`config.mk`:
```
export PLATFORM = sky130hd
export DESIGN_NAME = mem_refill_arbiter
export DESIGN_NICKNAME = d
export VERILOG_FILES = /design/src/rtl/mem_arb_pkg.sv /design/src/rtl/rr_arbiter2.sv /design/src/rtl/mem_refill_arbiter.sv
export SDC_FILE = /design/constraint.sdc
export NUM_CORES = 1
export LEC_CHECK = 0
export BUFFER_PORTS_ARGS = -buffer_cell sky130_fd_sc_hd__buf_2
export CAP_MARGIN = 20
export CORE_AREA = 2 2 120 122
export CTS_CLUSTER_DIAMETER = 150
export DETAILED_ROUTE_END_ITERATION = 7
export DIE_AREA = 0 0 122 124
export PLACE_DENSITY = 0.76
export RECOVER_POWER = 50
export SYNTH_ARGS = -nofsm -noshare
export SYNTH_HDL_FRONTEND = slang
export SYNTH_SLANG_ARGS = --single-unit
export TNS_END_PERCENT = 5
```
`constraint.sdc`:
```
create_clock -name clk -period 5.95 [get_ports clk]
set_clock_uncertainty 0.05 [all_clocks]
set_input_delay 0.8925 -clock clk [delete_from_list [all_inputs] [get_ports clk]]
set_output_delay 0.8925 -clock clk [all_outputs]
set_load 0.05 [all_outputs]
```
`src/rtl/mem_arb_pkg.sv`:
```
// Shared types for the I/D refill arbiter: FSM state, owner encoding and the
// default cache-line length.
package mem_arb_pkg;

  localparam int LINE_WORDS_DEF = 4;

  typedef enum logic [1:0] {
    IDLE = 2'd0,
    WB   = 2'd1,
    RF   = 2'd2,
    DONE = 2'd3
  } arbState_t;

  typedef enum logic {
    OWN_I = 1'b0,
    OWN_D = 1'b1
  } owner_t;

endpackage

```
`src/rtl/rr_arbiter2.sv`:
```
// Two-requester round-robin arbiter. The grant is combinational; the
// last-winner pointer moves only when the caller enables the grant.
module rr_arbiter2 import mem_arb_pkg::*; (
  input  logic clk,
  input  logic rst,
  input  logic reqI,
  input  logic reqD,
  input  logic grantEn,
  output logic grantI,
  output logic grantD
);

  owner_t rrLast;

  // On a tie the requester that did not win last time goes first.
  always_comb begin
    grantD = reqD && (!reqI || (rrLast == OWN_I));
    grantI = reqI && (!reqD || (rrLast == OWN_D));
  end

  always_ff @(posedge clk or negedge rst) begin
    if (!rst) begin
      rrLast <= OWN_I;
    end else if (grantEn && grantD) begin
      rrLast <= OWN_D;
    end else if (grantEn && grantI) begin
      rrLast <= OWN_I;
    end
  end

endmodule

```
`src/rtl/mem_refill_arbiter.sv`:
```
// Shares one memory word port between ICache and DCache refills, running an
// optional DCache victim writeback burst ahead of each DCache refill burst.
module mem_refill_arbiter import mem_arb_pkg::*; #(
  parameter int LINE_WORDS = LINE_WORDS_DEF,
  parameter int ADDR_W     = 32,
  parameter int WIDX_W     = $clog2(LINE_WORDS)
) (
  input  logic              clk,
  input  logic              rst,
  input  logic              ic_req,
  input  logic [ADDR_W-1:0] ic_addr,
  output logic [31:0]       ic_rdata,
  output logic              ic_rvalid,
  output logic [WIDX_W-1:0] ic_widx,
  output logic              ic_done,
  input  logic              dc_req,
  input  logic              dc_wb,
  input  logic [ADDR_W-1:0] dc_wb_addr,
  input  logic [ADDR_W-1:0] dc_addr,
  input  logic [31:0]       dc_wdata,
  output logic [WIDX_W-1:0] dc_widx,
  output logic [31:0]       dc_rdata,
  output logic              dc_rvalid,
  output logic              dc_done,
  output logic              mem_req,
  output logic              mem_we,
  output logic [ADDR_W-1:0] mem_addr,
  output logic [31:0]       mem_wdata,
  input  logic              mem_ready,
  input  logic [31:0]       mem_rdata,
  output arbState_t         dbgState
);

  localparam logic [WIDX_W-1:0] LAST_IDX = WIDX_W'(LINE_WORDS - 1);

  arbState_t         state;
  owner_t            owner;
  logic [WIDX_W-1:0] cnt;
  logic [ADDR_W-1:0] wbBase;
  logic [ADDR_W-1:0] rfBase;
  logic              grantEn;
  logic              grantI;
  logic              grantD;
  logic              inWb;
  logic              inRf;
  logic              busy;
  logic              rfXfer;
  logic [ADDR_W-1:0] lineAddr;

  assign grantEn = (state == IDLE);

  rr_arbiter2 uArb (
    .clk     (clk),
    .rst     (rst),
    .reqI    (ic_req),
    .reqD    (dc_req),
    .grantEn (grantEn),
    .grantI  (grantI),
    .grantD  (grantD)
  );

  // cnt wraps to 0 on the last word because LINE_WORDS is a power of two.
  always_ff @(posedge clk or negedge rst) begin
    if (!rst) begin
      state  <= IDLE;
      owner  <= OWN_D;
      cnt    <= '0;
      wbBase <= '0;
      rfBase <= '0;
    end else begin
      case (state)
        IDLE: begin
          if (grantI || grantD) begin
            owner  <= grantD ? OWN_D : OWN_I;
            cnt    <= '0;
            wbBase <= dc_wb_addr;
            rfBase <= grantD ? dc_addr : ic_addr;
            state  <= (grantD && dc_wb) ? WB : RF;
          end
        end
        WB: begin
          if (mem_ready) begin
            cnt <= cnt + 1'b1;
            if (cnt == LAST_IDX) state <= RF;
          end
        end
        RF: begin
          if (mem_ready) begin
            cnt <= cnt + 1'b1;
            if (cnt == LAST_IDX) state <= DONE;
          end
        end
        DONE:    state <= IDLE;
        default: state <= IDLE;
      endcase
    end
  end

  // Everything below decodes registered state; only the per-word data and
  // rvalid strobes follow the memory handshake within the cycle.
  assign inWb     = (state == WB);
  assign inRf     = (state == RF);
  assign busy     = inWb || inRf;
  assign rfXfer   = inRf && mem_ready;
  assign lineAddr = (inWb ? wbBase : rfBase) + ADDR_W'({cnt, 2'b00});

  assign mem_req   = busy;
  assign mem_we    = inWb;
  assign mem_addr  = busy ? (lineAddr & ~ADDR_W'(3)) : '0;
  assign mem_wdata = inWb ? dc_wdata : '0;

  assign ic_rvalid = rfXfer && (owner == OWN_I);
  assign ic_rdata  = ic_rvalid ? mem_rdata : '0;
  assign ic_widx   = (busy && (owner == OWN_I)) ? cnt : '0;
  assign ic_done   = (state == DONE) && (owner == OWN_I);

  assign dc_rvalid = rfXfer && (owner == OWN_D);
  assign dc_rdata  = dc_rvalid ? mem_rdata : '0;
  assign dc_widx   = (busy && (owner == OWN_D)) ? cnt : '0;
  assign dc_done   = (state == DONE) && (owner == OWN_D);

  assign dbgState = state;

endmodule

```
# Word level (Yosys, flattened, before mapping)
# Index checks and enable logic that the tools add are counted.
# W data, S select, Z words.
totals:
  regBits: 70
  inputBits: 166
  out_inout_bits: 140
  elab_cells: 66
op_classes:
  n_addsub: 2
  n_eq_ne: 10
  muxes: 21
  bitwise: 2
  reduce_logical: 25
op_table:
  columns: ["operator", "n"]
  rows:
  - ["$mux W32", 6]
  - ["$add A32 B4 Y32", 1]
  - ["$mux W2", 10]
  - ["$logic_and A1 B1 Y1", 12]
  - ["$pmux W2 S4", 1]
  - ["$eq A2 B2 Y1 const B", 3]
  - ["$ne A2 B1 Y1 const B", 3]
  - ["$ne A2 B2 Y1 const B", 3]
  - ["$reduce_and A5 Y1", 1]
  - ["$logic_or A1 B1 Y1", 4]
  - ["$pmux W2 S2", 1]
  - ["$reduce_bool A2 Y1", 2]
  - ["$mux W1", 3]
  - ["$reduce_and A3 Y1", 1]
  - ["$add A2 B1 Y2 const B", 1]
  - ["$eq A2 B1 Y1 const B", 1]
  - ["$logic_not A1 Y1", 2]
  - ["$logic_not A2 Y1", 1]
  - ["$not A1 Y1", 2]
  - ["$reduce_and A2 Y1", 1]
  - ["$reduce_or A2 Y1", 1]

# Logic depth before layout (Yosys ltp)
logic_depth:
  word_depth: 7
  mapped_depth: 16
  mapped_depth_nobuf: 11

# By module
# From an unflattened synthesis, not the netlist that was laid out.
hier_totals:
  hier_cells: 554
  area_unflattened_um2: 5023.6
modules_own_cells:
  columns: ["mod", "n_inst", "cells_each", "area_each_um2", "seq_area_each_um2"]
  rows:
  - ["mem_refill_arbiter", 1, 548, 4968.5, 1627.8]
  - ["rr_arbiter2", 1, 6, 55.1, 25.0]

# Worst setup path after synthesis
# No wires, ideal clock.
synth_timing:
  path_kind: "register to output"
  startpoint: "register state[0], in the netlist dbgState[0]"
  endpoint: "output mem_addr[24]"
  arrival_ps: 5137
  required_time_ps: 5008
  slack_ps: -129
  stages_incl_launch_ff: 16
  n_path_buf: 5
  path_cell_list: "dfrtp_1 -> ha_1 -> buf_6 -> buf_6 -> buf_4 -> buf_4 -> clkbuf_1 -> mux2_2 -> ha_1 -> inv_1 -> fa_1 -> nand4b_1 -> a221oi_4 -> nand4_2 -> o21ai_0 -> nor3b_1"
synth_via:
  elab_chain_cells: 4
  word_cells_on_any_way: 6
  cone_classes: "add/sub (1); eq/ne (2); mux (2); reduce/logical (1)"
synth_lines:
  columns: ["element", "line_no", "source"]
  rows:
  - ["start: declaration", "mem_refill_arbiter.sv:36", "arbState_t state;"]
  - ["start signal: assignment", "mem_refill_arbiter.sv:78", "state <= (grantD && dc_wb) ? WB : RF;"]
  - ["$eq A2 B1 Y1 *", "mem_refill_arbiter.sv:101", "assign inWb = (state == WB);"]
  - ["via mem_we", "mem_refill_arbiter.sv:26", "output logic mem_we,"]
  - ["$mux W32", "mem_refill_arbiter.sv:105", "assign lineAddr = (inWb ? wbBase : rfBase) + ADDR_W'({cnt, 2'b00});"]
  - ["$add A32 B4 Y32", "mem_refill_arbiter.sv:105", null]
  - ["$mux W32 *", "mem_refill_arbiter.sv:109", "assign mem_addr = busy ? (lineAddr & ~ADDR_W'(3)) : '0;"]
  - ["end: declaration", "mem_refill_arbiter.sv:27", "output logic [ADDR_W-1:0] mem_addr,"]
# Mark *: on every way through the listed nets, which the timed path passes. The rest lies on a longest branch.

# Final worst setup path
layout_timing:
  startpoint: "register state[1], in the netlist dbgState[1]"
  endpoint: "output mem_addr[30]"
layout_via:
  elab_chain_cells: 4
  word_cells_on_any_way: 6
  cone_classes: "add/sub (1); eq/ne (2); mux (2); reduce/logical (1)"
layout_lines:
  columns: ["element", "line_no"]
  rows:
  - ["$eq A2 B1 Y1", "mem_refill_arbiter.sv:101"]
  - ["$mux W32", "mem_refill_arbiter.sv:105"]
  - ["$add A32 B4 Y32", "mem_refill_arbiter.sv:105"]
  - ["$mux W32 *", "mem_refill_arbiter.sv:109"]
# Mark *: on every way between the ends. The rest lies on a longest branch, timed or not.

==> Implementation_results.wiki <==
{| class="wikitable"
! Metric !! Value
|-
| Combinational family with the most area after synthesis || simple AND/OR/NAND/NOR gates
|-
| Number of buffer and inverter stages on the critical path || 3
|-
| FFs w/ async S/R, synth || 100%
|-
| Cell seen most often among critical-path stages || sky130_fd_sc_hd__inv_1
|-
| Library cell used as clock root buffer || sky130_fd_sc_hd__clkbuf_16
|-
| Leading register cell type out of synthesis || sky130_fd_sc_hd__dfrtp_1
|-
| Reg-to-reg slack, setup || 2.20 ns
|-
| Remaining Overflow, GRT || 0
|-
| Filler Cell Count || 1358
|-
| Slew at the pin closest to its max-slew limit || 3.92 ns
|-
| Standard-cell row count || 43
|-
| Pre-CTS setup slack || 1.18 ns
|-
| First-pass GRT wire length || 24200 um
|-
| Part of the power in the clock network || 12.2%
|-
| Number of global-route vias before repair || 4628
|-
| Cells after synthesis || 564
|-
| Crit path from || dbgState[1]
|-
| I/O pin count || 306
|-
| Count of yosys warnings during synthesis || 0
|-
| Setup repair after global routing missed its margin || false
|-
| Area growth, synth to finish || 37.6%
|-
| Max IR drop VDD || 0.391 mV
|-
| Overall Global Routing Usage || 20.9%
|-
| Fin. max-slew vios || 104
|-
| Total of hold buffers inserted after clock tree synthesis || 0
|-
| Number of gates resized after cts || 0
|-
| Post-route design area || 0.00689 mm^2
|-
| Detailed Place HPWL || 12900 um
|-
| Top cell types by occurrence after synthesis || 99 x sky130_fd_sc_hd__and2_1, 65 x sky130_fd_sc_hd__dfrtp_1, 58 x sky130_fd_sc_hd__nand2_1, 54 x sky130_fd_sc_hd__mux2i_1, 37 x sky130_fd_sc_hd__o21ai_0
|-
| Via count of the routed design || 5015
|-
| Insertion delay of the later-clocked pin in the worst-skew pair || 0.33 ns
|-
| Area share of the largest cell type after synthesis || 32.5%
|-
| Post-synth cell types || 55
|-
| Adder-cell share of the synthesized area || 2.15%
|-
| Final #Nets || 1014
|-
| Clock-pin transition on the worst setup and hold timing paths || 0.05 ns
|-
| Crit-path leading delay family || simple AND/OR/NAND/NOR gates
|-
| Mean routed wirelength per cell || 16.0 um
|-
| Compound-gate portion of the synthesized area || 10.8%
|-
| Critical register-to-register path startpoint || dbgState[0]
|-
| Total Power || 0.00432 W
|-
| Floorplan Core Area || 0.0137 mm^2
|-
| Number of port buffers || 297
|-
| Proportion of synthesized area in mux cells || 18.4%
|-
| Total number of cells along the worst setup path || 12
|-
| Sequential Power Share || 21.3%
|-
| Synth Area in Simple Gates || 29.0%
|-
| Starting density of the core || 36.5%
|-
| Clock Path Buffers || 2
|-
| Sequential share of the synthesized area || 33.0%
|-
| Layout cells sized above 1 || 41.8%
|-
| TritonCTS sink count || 66
|-
| Post-layout util || 50.2%
|-
| Capturing point of the worst reg2reg path || wbBase[14]
|-
| Start-to-end type of the worst setup path || flip-flop to output pin
|-
| Final hold violation count || 0
|-
| Sort of element at the end of the critical path || output pin
|-
| Relative slew slack || -164%
|-
| Internal power summed over all cells || 0.00188 W
|-
| Top cells by area, synth || sky130_fd_sc_hd__dfrtp_1 32%, sky130_fd_sc_hd__and2_1 12%, sky130_fd_sc_hd__mux2i_1 11%
|-
| PwrDens || 626 mW/mm^2
|-
| Routed wire length || 16400 um
|-
| DP Area || 0.00662 mm^2
|-
| Diodes inserted || 0
|-
| Detailed Routing Iterations Pass 1 || 4
|-
| Top-count cell post-synth || sky130_fd_sc_hd__and2_1
|-
| Type of origin of the critical path || flip-flop
|-
| Detailed Route Iter0 Violations || 208
|-
| Die Height || 124 um
|-
| Final setup viols || 0
|-
| Xor-xnor portion of the synthesized cell area || 2.45%
|-
| Routability-driven placement congestion ratio || 0.769
|-
| Clock tree from TritonCTS || done
|-
| Pin count of the biggest net entering global routing || 70
|-
| Violations in the final reports || capacitance limit, slew limit
|-
| Count of cells along the worst register-to-register path || 5
|-
| FMAX || 195 MHz
|-
| Buffer count from post-CTS setup fixing || 0
|-
| Max Cap Viol || 2
|-
| Final worst-path setup slack || 0.825 ns
|-
| Combinational share of power || 66.5%
|-
| Number of buffers created by CTS || 9
|-
| Status || finished with violations
|-
| Die X-Extent || 122 um
|-
| Period utilization || 86.1%
|-
| Maximum level of the CTS H-tree || 3
|-
| Worst path max stage delay || 0.57 ns
|-
| Ordered list of cells on the worst path || inv_1 > ha_4 > mux2_2 > ha_1 > inv_1 > fa_1 > nand4bb_1 > a221oi_4 > nand4_2 > or4_1 > and3_1 > buf_2
|-
| Number of design rule violations left after detail routing || 0
|-
| Crit Path Max Fanout || 41
|-
| Worst min-delay path class || flip-flop to flip-flop
|-
| Total Die Area || 0.0151 mm^2
|-
| Residual antenna-violating net count after detailed routing || 0
|-
| Crit path capture || mem_addr[30]
|-
| Number of storage elements in the synthesis netlist || 66
|-
| Library cell occupying the most area in the post-synthesis netlist || sky130_fd_sc_hd__dfrtp_1
|-
| Worst path arrival time || 4.18 ns
|-
| Accumulated negative setup slack || 0 ns
|-
| Leak Pwr || 3.62 nW
|-
| Final min period || 5.12 ns
|-
| Standard cell with the maximum stage delay on the critical path || sky130_fd_sc_hd__a221oi_4
|-
| Average instance area after synthesis || 8.88 um^2
|-
| Data required, critical path || 5.01 ns
|-
| Initial antenna violation count || 1
|-
| Net Switching || 0.00244 W
|-
| Post-synth EDFFs || 0
|-
| Switching portion of total power || 56.5%
|-
| Vias per cell || 4.90
|-
| Netlist area before placement || 0.00501 mm^2
|}
==> cell type report <==
class                   count  area [um^2]  share of cell area (%)
inverters                   6         22.5                   0.327
clock buffers              11          253                    3.67
multi-input cells         455         3180                    46.2
clock inverters             3         40.0                   0.581
flip-flops and latches     66         1650                    24.0
well taps                 180          225                    3.27
repair buffers            302         1510                    22.0
==> state kept, by name, summed over array words and instances, names as in the netlist <==
| register | count |
|---|---|
| rfBase | 30 |
| uArb.rrLast | 1 |
| dbgState | 2 |
| cnt | 2 |
| owner | 1 |
| wbBase | 30 |
==> worst min path at each step <==
| stage | depth (start not counted) | slack (ns) | startpoint | to |
|---|---|---|---|---|
| after floorplan | 2 | 0.39 | rfBase[26] | rfBase[26] |
| after global placement | 2 | 0.41 | rfBase[26] | rfBase[26] |
| after detailed placement | 2 | 0.42 | rfBase[9] | rfBase[9] |
| after CTS | 2 | 0.43 | rfBase[9] | rfBase[9] |
| after global routing | 2 | 0.45 | rfBase[9] | rfBase[9] |
| final | 2 | 0.43 | rfBase[9] | rfBase[9] |
==> layer usage <==
layer  GRT usage (%)  vias up  wire, um
met1            25.9     2289      6820
li1                -     2522         -
met5               0        -        13
met3            4.72       24      1110
met2            35.8      178      8030
met4            7.33        2       385
==> layout by cell type, fill, tap and decap left out, drive strengths merged, types with 3 or more instances in the layout <==
cell,instances
buf,296
and2,99
dfrtp,65
nand2,58
mux2i,54
o21ai,40
mux2,34
nor2,22
nand3,20
clkbuf,17
a21oi,14
xnor2,11
nand3b,9
nand4,9
and3,7
nor2b,7
ha,7
inv,6
nor3,6
a32o,5
a22oi,5
nand4b,5
nand2b,4
nor4,4
a31oi,3
xor2,3
a22o,3
nor3b,3
==> worst min-delay path, cell delays in order (launching register included) <==
cell and delay (ns):
sky130_fd_sc_hd__dfrtp_1 0.34, sky130_fd_sc_hd__nand2_1 0.04, sky130_fd_sc_hd__o21ai_0 0.06
==> kinds of logic (layout without fill, tap and decap cells) <==
| logic type | after synthesis | in the layout |
|---|---|---|
| adder cells (fa/ha/maj) | 8 | 8 |
| AND/OR/NAND/NOR | 258 | 258 |
| buffers and inverters | 44 | 322 |
| AO/OA/AOI/OAI | 85 | 85 |
| flip-flops | 66 | 66 |
| other | 1 | 2 |
| XOR/XNOR | 14 | 14 |
| multiplexers | 88 | 88 |
==> power groups by stage <==
| stage | Combinational, W | Sequential (W) | Clock, W |
|---|---|---|---|
| 3_5_place_dp | 0.00289 | 0.000921 | 0 |
| 2_1_floorplan | 0.00226 | 0.000866 | 0 |
| 4_1_cts | 0.00290 | 0.000916 | 0.000541 |
| 3_3_place_gp | 0.00285 | 0.000907 | 0 |
| 6_report | 0.00287 | 0.000920 | 0.000526 |
| 5_1_grt | 0.00310 | 0.000957 | 0.000565 |
==> per-stage QoR <==
step	cells	hold WS, ns
6_report	1023	0.429
5_1_grt	1023	0.453
4_1_cts	1023	0.433
3_5_place_dp	1009	0.422
3_3_place_gp	1009	0.410
2_1_floorplan	565	0.392
Power figures use the tool's default switching activity.
